==> src/rtl/interrupt_sequencer.sv <==
// interrupt_sequencer: takes the bus at an instruction boundary to push PC/P and
// load the reset, NMI, IRQ or BRK vector into PC.
module interrupt_sequencer #(
  parameter logic [7:0]  STACK_PAGE   = 8'h01,
  parameter logic [15:0] NMI_VECTOR   = 16'hFFFA,
  parameter logic [15:0] RESET_VECTOR = 16'hFFFC,
  parameter logic [15:0] IRQ_VECTOR   = 16'hFFFE
) (
  input  logic        clk,
  input  logic        rst,
  input  logic        nmi_n,
  input  logic        irq_n,
  input  logic        brk,
  input  logic        boundary,
  input  logic        i_flag,
  input  logic [7:0]  status_in,
  input  logic [15:0] pc_in,
  input  logic [7:0]  sp_in,
  input  logic [7:0]  data_in,
  output logic        busy,
  output logic [15:0] address,
  output logic [7:0]  data_out,
  output logic        read_write,
  output logic        sp_dec,
  output logic        i_set,
  output logic        pc_load,
  output logic [15:0] pc_value,
  output logic [2:0]  fsm
);
  typedef enum logic [2:0] {IDLE, PUSH_PCH, PUSH_PCL, PUSH_P, VEC_L, VEC_H, RST_VL, RST_VH} state_e;
  typedef enum logic [1:0] {SRC_NMI, SRC_IRQ, SRC_BRK} src_e;
  state_e      state_q;
  src_e        src_q;
  logic        nmi_pending_q, nmi_prev_q;
  logic [7:0]  vec_lo_q;
  logic        take_irq, nmi_clr, pushing, vec_lo_st, vec_hi_st;
  logic [15:0] vec_base;
  assign take_irq = ~irq_n & ~i_flag;
  // a pending NMI is consumed either at a boundary or by hijacking an IRQ/BRK push
  assign nmi_clr = nmi_pending_q & ((state_q == IDLE & boundary) | (state_q == PUSH_P & src_q != SRC_NMI));
  always_ff @(posedge clk) begin
    if (!rst) begin
      state_q       <= RST_VL;
      src_q         <= SRC_IRQ;
      nmi_pending_q <= 1'b0;
      nmi_prev_q    <= 1'b1;
      vec_lo_q      <= 8'h00;
    end else begin
      nmi_prev_q    <= nmi_n;
      nmi_pending_q <= (nmi_prev_q & ~nmi_n) | (nmi_pending_q & ~nmi_clr);
      case (state_q)
        IDLE:
          if (boundary && (nmi_pending_q || take_irq || brk)) begin
            state_q <= PUSH_PCH;
            src_q   <= nmi_pending_q ? SRC_NMI : take_irq ? SRC_IRQ : SRC_BRK;
          end
        PUSH_PCH: state_q <= PUSH_PCL;
        PUSH_PCL: state_q <= PUSH_P;
        PUSH_P: begin
          state_q <= VEC_L;
          if (nmi_clr) src_q <= SRC_NMI;
        end
        VEC_L: begin
          state_q  <= VEC_H;
          vec_lo_q <= data_in;
        end
        VEC_H: state_q <= IDLE;
        RST_VL: begin
          state_q  <= RST_VH;
          vec_lo_q <= data_in;
        end
        RST_VH: state_q <= IDLE;
      endcase
    end
  end
  assign pushing   = state_q inside {PUSH_PCH, PUSH_PCL, PUSH_P};
  assign vec_lo_st = state_q inside {VEC_L, RST_VL};
  assign vec_hi_st = state_q inside {VEC_H, RST_VH};
  assign vec_base  = state_q inside {RST_VL, RST_VH} ? RESET_VECTOR :
                     src_q == SRC_NMI ? NMI_VECTOR : IRQ_VECTOR;
  assign busy       = state_q != IDLE;
  assign read_write = pushing;
  assign sp_dec     = pushing;
  assign i_set      = vec_lo_st;
  assign pc_load    = vec_hi_st;
  assign fsm        = state_q;
  assign address    = pushing ? {STACK_PAGE, sp_in} : vec_lo_st ? vec_base :
                      vec_hi_st ? vec_base + 16'd1 : 16'h0000;
  // pushed P always has bit5 set; B (bit4) marks a software BRK
  assign data_out   = state_q == PUSH_PCH ? pc_in[15:8] :
                      state_q == PUSH_PCL ? pc_in[7:0] :
                      state_q == PUSH_P ? {status_in[7:6], 1'b1, src_q == SRC_BRK, status_in[3:0]} : 8'h00;
  assign pc_value   = vec_hi_st ? {data_in, vec_lo_q} : 16'h0000;
endmodule
==> config.mk <==
export PLATFORM = sky130hd
export DESIGN_NAME = interrupt_sequencer
export DESIGN_NICKNAME = d
export VERILOG_FILES = /design/src/rtl/interrupt_sequencer.sv
export SDC_FILE = /design/constraint.sdc
export NUM_CORES = 1
export LEC_CHECK = 0
export ABC_AREA = 1
export BUFFER_PORTS_ARGS = -buffer_cell sky130_fd_sc_hd__buf_2
export CAP_MARGIN = 10
export CORE_ASPECT_RATIO = 1.25
export CORE_MARGIN = 1
export CORE_UTILIZATION = 41
export CTS_BUF_LIST = sky130_fd_sc_hd__clkbuf_4 sky130_fd_sc_hd__clkbuf_8
export DETAILED_ROUTE_END_ITERATION = 16
export GPL_TIMING_DRIVEN = 0
export PLACE_DENSITY = 0.88
export RECOVER_POWER = 100
export SYNTH_ARGS = -nofsm -noshare
export SYNTH_HDL_FRONTEND = slang
export SYNTH_SLANG_ARGS = --single-unit
==> constraint.sdc <==
create_clock -name clk -period 3.15 [get_ports clk]
set_input_delay 0.315 -clock clk [delete_from_list [all_inputs] [get_ports clk]]
set_output_delay 0.315 -clock clk [all_outputs]
set_load 0.02 [all_outputs]
## Word level (Yosys, flattened, before mapping)

Cells that the tools add are included.

| word-level totals | value |
|---|---|
| logic and storage cells | 59 |
| output and inout port bits | 48 |
| bits in registers | 15 |
| input bits | 47 |

| cells by class | value |
|---|---|
| add/subtract/negate cells | 1 |
| reduce and logical (&&, ||, !) cells | 15 |
| mux-type cells | 16 |
| equality and inequality tests | 10 |
| bitwise logic cells | 12 |

Operator list:

| kind | count |
|---|---|
| two-way mux 16 bit | 4 |
| two-way mux 8 bit | 3 |
| one-hot mux 3 bit (7 select lines) | 1 |
| equality test 3 bit (second input constant) | 4 |
| nonzero test 2 bit | 5 |
| two-way mux 3 bit | 3 |
| two-way mux 2 bit | 4 |
| bitwise AND 1 bit | 6 |
| equality test 3 x 2 -> 1 bit (second input constant) | 2 |
| nonzero test 3 bit | 2 |
| adder 4 x 2 -> 5 bit (second input constant) | 1 |
| NOT 1 bit | 4 |
| one-hot mux 2 bit (2 select lines) | 1 |
| OR reduction 2 bit | 2 |
| equality test 3 x 1 -> 1 bit (second input constant) | 1 |
| zero test 3 bit | 1 |
| AND reduction 3 bit | 1 |
| equality test 2 bit (second input constant) | 1 |
| zero test 2 bit | 1 |
| logical OR 1 bit | 2 |
| != test 2 x 1 -> 1 bit (second input constant) | 1 |
| != test 2 bit (second input constant) | 1 |
| OR 1 bit | 2 |
| logical AND 1 bit | 1 |

## Logic depth before layout (Yosys ltp)

Gate-level depths: netlist (run 1).

| depth | value |
|---|---|
| depth in word-level cells | 7 |
| gate-level depth with buffers | 10 |
| mapped depth without buffers | 9 |

## Worst setup path before layout (run 1)

No wires, ideal clock.

| timing path | value |
|---|---|
| kind | flip-flop to output port |
| start | reg state_q[0] (netlist: fsm[0]) |
| end | out address[1] |
| arrival | 1.355 ns |
| stages on the path, launching flop included | 6 |
| buffers on the path | 1 |
| data required time | 2.835 ns |
| path slack | 1.480 ns |
| cell sequence | dfxtp_1 buf_6 nor2_2 nor2_2 nand2_1 o21ai_0 |

| between the ends | value |
|---|---|
| elaborated cells between the ends (all ways) | 16 |
| classes of those cells | add/sub (1); eq/ne (7); mux (4); reduce/logical (4) |

RTL lines:

| what | RTL line | source |
|---|---|---|
| start, declared | 32 | `state_e state_q;` |
| start signal, assigned | 43 | `state_q <= RST_VL;` |
| start signal, assigned | 54 | `state_q <= PUSH_PCH;` |
| start signal, assigned | 57 | `PUSH_PCH: state_q <= PUSH_PCL;` |
| equality test 3 x 1 -> 1 bit or equality test 3 x 2 -> 1 bit (tied branches) | 76 | `assign pushing = state_q inside {PUSH_PCH, PUSH_PCL, PUSH_P};` |
| nonzero test 3 bit (*) | 76 |  |
| via read_write | 23 | `output logic read_write,` |
| two-way mux 16 bit (*) | 87 | `assign address = pushing ? {STACK_PAGE, sp_in} : vec_lo_st ? vec_base :` |
| end, declared | 21 | `output logic [15:0] address,` |

Mark *: on every way through the listed nets, which the timed path passes. The rest lies on a longest branch.

## Worst setup path after layout (run 1)

| timing path | value |
|---|---|
| start | reg state_q[0] (netlist: fsm[0]) |
| end | out data_out[7] |

| between the ends | value |
|---|---|
| word-level cells in the longest chain between the ends | 4 |
| elaborated cells between the ends (all ways) | 6 |
| classes of those cells | eq/ne (3); mux (3) |

RTL lines:

| what | RTL line | source |
|---|---|---|
| equality test 3 x 2 -> 1 bit | 92 | `state_q == PUSH_P ? {status_in[7:6], 1'b1, src_q == SRC_BRK, status_in[3:0]} : 8'h00;` |
| two-way mux 8 bit | 92 |  |
| two-way mux 8 bit | 91 | `state_q == PUSH_PCL ? pc_in[7:0] :` |
| two-way mux 8 bit (*) | 90 | `assign data_out = state_q == PUSH_PCH ? pc_in[15:8] :` |
| end, declared | 22 | `output logic [7:0] data_out,` |

Every way passes the cells marked *; elsewhere a longest branch is shown, timed or not.

==> summary.txt, run 1 <==
hold_buf cts: 0
post-synth top area share: 0.289
FFs w/ async S/R, synth: 0
max cap viols: 0
Ys Warns: 0
Mapped Cells: 169
Final Max Slew Viols: 0
CP cell instances: clkbuf_1, nand2_2, nor2_1, clkbuf_1, a22oi_1, nand2_1, clkbuf_1
area occupied by registers: 300 um^2
met2 Usage GRT: 0.383
CTS sink cnt: 15
antenna violations before repair: 0
synthesized area per cell: 6.14 um^2
quantity of gates resized following cts: 0
most frequent CP cell: clkbuf_1
crit path DAT: 2.04 ns
gr busiest metal: met2
depth of the CTS H-tree: 1
CORE AREA: 2430 um^2
pin count of the biggest net entering global routing: 11
WS Path Type: flip-flop to output port
Critical Path Fanout Max: 10
count leader, synth: nand2_1
post-synth cell types: 24
top cells by count, synth: nand2_1 (44), inv_1 (28), nor2_1 (17), dfxtp_1 (15)
drt initial violations: 16
Tcrit/Tclk final: 0.748
met3 GRT Util: 0.0280
worst stage delay on the critical path: 0.40 ns
HPWL Detailed: 2220 um
Critical-path top delay cell: clkbuf_1
row cnt: 20
Seq/Total Area, Yosys: 0.289
Hold Vio Cnt, Final: 0
FF+latch count, synth: 15
vias in the first global route: 1091
drt first pass iters: 4
fin nets: 313
Ports: 95
RSZ-0062 raised after global routing: no
die area: 2740 um^2
Synth Net Count: 216
Clock Pin Slew Worst Setup and Hold Paths: 0.09 ns
final setup vio count: 0
Worst Tran Pin Value: 0.555 ns
CTS tree: built
vias per cell: 4.56
number of port buffers: 92
CTS Buf Count: 3
FILL cells: 277
DR DRC count: 0
# diodes: 0
total global routing overflow: 0
Avg WL per Cell: 9.27 um
final WL: 2760 um
maximum VDD drop: 0.296 mV
CP endpoint kind: output port
gr usage total: 0.197
synth top area cells: dfxtp_1 (29%), nand2_1 (16%), inv_1 (10%)
Die Y: 58.3 um
postcts setup bufs: 0
area grow syn2layout: 42.4%
Starting Density: 0.428
area leader, netlist: dfxtp_1
CP required: 2.83 ns
Vias: 1358
Top FF cell, synth: dfxtp_1
startpoint types: flip-flop
M1 GR Usage: 0.196
Leak Pwr: 0.788 nW
GPL Wtd Cong: 0.737
status: completed
fmax: 425 MHz
Final Skew: 0.00424 ns
clock latency on the worst-skew pair: 0.29 ns
CTS Buffer Depth: 2
Final ANT Viol Nets: 0
setup TNS: 0 ns
Root Buffer: clkbuf_4
Slew headroom: 0.629
first-pass GRT wire length: 4020 um
number of enable flip-flop cells after synthesis: 0
Hold Path Class: primary input to flip-flop
Post-Syn Area: 1040 um^2
Power Dens Cells: 378 nW/um^2
min cycle time layout: 2.36 ns
multi-input logic area: 505 um^2
Design Power: 559 uW
ratio of cells with drive above 1 in the final layout: 0.249
Die X: 47.0 um
## flip-flops by register name, indices dropped and copies added, names as in the netlist
signal,flops
nmi_pending_q,1
fsm,3
vec_lo_q,8
src_q,2
nmi_prev_q,1
## worst paths after layout
| path | from | end | slack (ns) | depth (start not counted) |
|---|---|---|---|---|
| hold / removal | nmi_n | nmi_prev_q$_SDFF_PN1_ | 0.21 | 3 |
| setup reg to reg | fsm[2]$_SDFFE_PN1P_ | vec_lo_q[4]$_SDFFE_PN0N_ | 1.39 | 6 |
| setup / recovery | fsm[0]$_SDFFE_PN0P_ | data_out[7] | 0.79 | 7 |
| hold reg to reg | src_q[0]$_SDFFE_PN1P_ | src_q[0]$_SDFFE_PN1P_ | 0.48 | 2 |
## metal layers
layer  part of all wire  routed length (um)
met3              0.083                 229
met5                  0                   0
met2               0.49                1350
met1               0.41                1150
met4              0.011                  31
## stage by stage
| stage | std cells | area, um^2 | setup slack (ns) | hold WS, ns | utilization |
|---|---|---|---|---|---|
| finish | 298 | 1480 | 0.794 | 0.207 | 0.609 |
| CTS | 298 | 1570 | 1.18 | 0.210 | 0.646 |
| global route | 298 | 1480 | 0.640 | 0.213 | 0.609 |
| global placement | 294 | 1540 | 1.52 | 0.461 | 0.635 |
| detailed placement | 294 | 1540 | 1.51 | 0.467 | 0.635 |
| floorplan | 169 | 1040 | 1.48 | 0.412 | - |
## kinds of logic (layout without fill, tap and decap cells)
family	count (synthesis)	in the layout	share of synthesized area
simple gates	79	79	0.327
compound gates	30	30	0.175
buf+inv	45	141	0.210
flops	15	15	0.289
## report_power, final
| group | internal [mW] | switching [mW] |
|---|---|---|
| logic | 0.0783 | 0.151 |
| registers | 0.208 | 0.0105 |
| clock network | 0.0472 | 0.0649 |
| total | 0.333 | 0.226 |
## cell usage in the layout (no fill, tap or decap)
master and count:
clkbuf_1 51, buf_2 48, nand2_1 44, inv_1 29
nor2_1 21, dfxtp_1 15, o21ai_0 11, nand3_1 8
a21oi_1 8, clkbuf_4 7, a22oi_1 6, buf_4 4
nand2_2 2, nor3_2 1, inv_2 1, a32oi_1 1
or2_2 1, a21oi_2 1, nor3_1 1, nand4_1 1
o31ai_1 1, a211o_1 1, a211oi_1 1, clkinv_2 1
## worst max-delay path, delay by kind of cell, from the launching register on
family / cells / cell delay [ns]
flops: 1 / 0.34
buf+inv: 3 / 0.88
simple gates: 3 / 0.35
compound gates: 1 / 0.18
## area by class of cell
| type | count | share of cell area |
|---|---|---|
| Buffer | 15 | 0.0584 |
| Clock buffer | 3 | 0.0152 |
| Sequential cell | 15 | 0.203 |
| Inverter | 30 | 0.0761 |
| Clock inverter | 1 | 0.00338 |
| Tap cell | 33 | 0.0279 |
| Timing Repair Buffer | 92 | 0.274 |
| Multi-Input combinational cell | 109 | 0.342 |
Power figures use the tool's default switching activity.
==> run 2, diff against run 1 <==
--- a/config.mk
+++ b/config.mk
@@ -10,11 +10,11 @@
 export CAP_MARGIN = 10
 export CORE_ASPECT_RATIO = 1.25
 export CORE_MARGIN = 1
-export CORE_UTILIZATION = 41
+export CORE_UTILIZATION = 38
 export CTS_BUF_LIST = sky130_fd_sc_hd__clkbuf_4 sky130_fd_sc_hd__clkbuf_8
 export DETAILED_ROUTE_END_ITERATION = 16
 export GPL_TIMING_DRIVEN = 0
-export PLACE_DENSITY = 0.88
+export PLACE_DENSITY = 0.83
 export RECOVER_POWER = 100
 export SYNTH_ARGS = -nofsm -noshare
 export SYNTH_HDL_FRONTEND = slang
==> constraint.sdc (replaced) <==
create_clock -name clk -period 2.3 [get_ports clk]
set_input_delay 0.23 -clock clk [delete_from_list [all_inputs] [get_ports clk]]
set_output_delay 0.23 -clock clk [all_outputs]
set_load 0.02 [all_outputs]
==> run 2 against run 1 <==
Net effect:
- final cell count stayed put
- largest cell class is now non-clock buffers
- worst hold slack got worse by 0.080 ns
- first-iteration DRC count down 19%
- critical path depth shrank 2
- die area is 7.6% higher
- register-to-register slack lost 0.58 ns
- final area grew 2.9%
- sequential power is 37% higher
- critical path type unchanged
- wire length fell by 0.54%
==> summary.txt, run 2 (synthesis gave the netlist of run 1 again) <==
# diodes: 0
Power Dens Cells: 510 nW/um^2
Starting Density: 0.415
final instance area: 1520 um^2
reg2reg end: src_q[0]$_SDFFE_PN1P_
multi-input logic area: 513 um^2
path depth of the worst reg2reg path: 6
DR DRC count: 0
hold_buf cts: 0
GPL Wtd Cong: 0.770
Critical-path top delay cell: dfxtp_1
area occupied by registers: 300 um^2
Hold Vio Cnt, Final: 0
RSZ-0062 raised after global routing: no
drt first pass iters: 4
Top Family by Delay on Critical Path: simple AND/OR/NAND/NOR gates
die area: 2950 um^2
Final ANT Viol Nets: 0
final setup vio count: 0
CTS sink cnt: 15
drt initial violations: 13
ratio of cells with drive above 1 in the final layout: 0.325
Clock Pin Slew Worst Setup and Hold Paths: 0.09 ns
Final Skew: 0.00303 ns
crit path DAT: 1.78 ns
Post-Place Worst Slack: 0.743 ns
Critical Path Stages: 5
dpl cell area: 1540 um^2
worst hold start: nmi_n
vias in the first global route: 1129
quantity of gates resized following cts: 0
Biggest register: vec_lo_q
CP Capture Point: address[1]
clock latency on the worst-skew pair: 0.28 ns
first-pass GRT wire length: 4530 um
maximum VDD drop: 0.401 mV
CTS Buffer Depth: 2
CTS Buf Count: 3
WS Path Type: flip-flop to output port
most frequent cells in the layout: buf_2 (64), nand2_1 (44), clkbuf_1 (32), inv_1 (29), nor2_1 (20)
hold path depth: 3
number of port buffers: 92
final WL: 2750 um
HPWL Detailed: 2270 um
vias per cell: 4.54
Avg WL per Cell: 9.21 um
min cycle time layout: 2.01 ns
setup TNS: 0 ns
worst stage delay on the critical path: 0.48 ns
depth of the CTS H-tree: 1
total global routing overflow: 0
most frequent CP cell: nor2_1
Hold Path Class: primary input to flip-flop
CORE AREA: 2500 um^2
R2R setup slack: 0.81 ns
Vias: 1353
Slew headroom: 0.619
final worst slack: 0.293 ns
postcts setup bufs: 0
origin of the worst setup path: fsm[1]$_SDFFE_PN1P_
status: completed
max cap viols: 0
Ports: 95
FILL cells: 291
Buf+Inv Stages, Crit Path: 1
area grow syn2layout: 46.5%
commonest non-fill, non-tap cell in the layout: buf_2
CP cell instances: nor2_1, nor2_1, nand2_1, o21ai_0, buf_2
row cnt: 20
Final Max Slew Viols: 0
antenna violations before repair: 0
gr usage total: 0.193
WHS: 0.127 ns
CTS tree: built
Critical Path Fanout Max: 10
Leak Pwr: 0.849 nW
pin count of the biggest net entering global routing: 11
Worst Tran Pin Value: 0.570 ns
CP endpoint kind: output port
Design Power: 775 uW
Root Buffer: clkbuf_4
startpoint types: flip-flop
Die X: 48.8 um
Die Y: 60.4 um
CP required: 2.07 ns
fin nets: 313
max FFs per register: 8
Critical R2R Launch: fsm[1]$_SDFFE_PN1P_
Tcrit/Tclk final: 0.873
fmax: 498 MHz
run 2: changes by cell type in the layout (fill, tap and decap cells not counted):
cell / before / now
clkbuf_1: 51 / 32
nor2_1: 21 / 20
buf_6: 0 / 1
nor2_4: 0 / 1
buf_4: 4 / 6
buf_2: 48 / 64
run 2: worst min path at each step:
stage / end / slack (ns)
5_1_grt: nmi_prev_q$_SDFF_PN1_ / 0.12
3_3_place_gp: nmi_prev_q$_SDFF_PN1_ / 0.42
4_1_cts: nmi_prev_q$_SDFF_PN1_ / 0.12
2_1_floorplan: nmi_prev_q$_SDFF_PN1_ / 0.33
3_5_place_dp: nmi_prev_q$_SDFF_PN1_ / 0.42
6_report: nmi_prev_q$_SDFF_PN1_ / 0.13
run 2: through the flow:
| step | util | instances |
|---|---|---|
| 2_1_floorplan | - | 169 |
| 3_3_place_gp | 0.616 | 294 |
| 3_5_place_dp | 0.616 | 294 |
| 4_1_cts | 0.627 | 298 |
| 5_1_grt | 0.608 | 298 |
| 6_report | 0.608 | 298 |
run 2: cell type report:
cell class / count / share of cell area
well taps: 33 / 0.0271
flip-flops and latches: 15 / 0.197
multi-input cells: 109 / 0.337
plain buffers: 15 / 0.0666
clock buffers: 3 / 0.0148
clock inverters: 1 / 0.00329
inverters: 30 / 0.0740
repair buffers: 92 / 0.280
run 2: tightest hold or removal path: stages:
cell,delay [ns]
buf_2,0.07
inv_1,0.04
nand2_1,0.04
run 2: metal layers:
metal	track usage	up-vias	wire length (um)
li1	-	712	-
met1	0.194	571	1080
met2	0.391	66	1370
met3	0.0451	4	268
met4	0.0672	0	29
met5	0	-	0
run 2: power by group:
| part | switching [mW] | internal (mW) | leakage [nW] | total (mW) |
|---|---|---|---|---|
| sequential | 0.0146 | 0.285 | 0.125 | 0.299 |
| clock | 0.0838 | 0.0645 | 0.0177 | 0.148 |
| combinational | 0.208 | 0.120 | 0.707 | 0.327 |
| total | 0.306 | 0.469 | 0.849 | 0.775 |
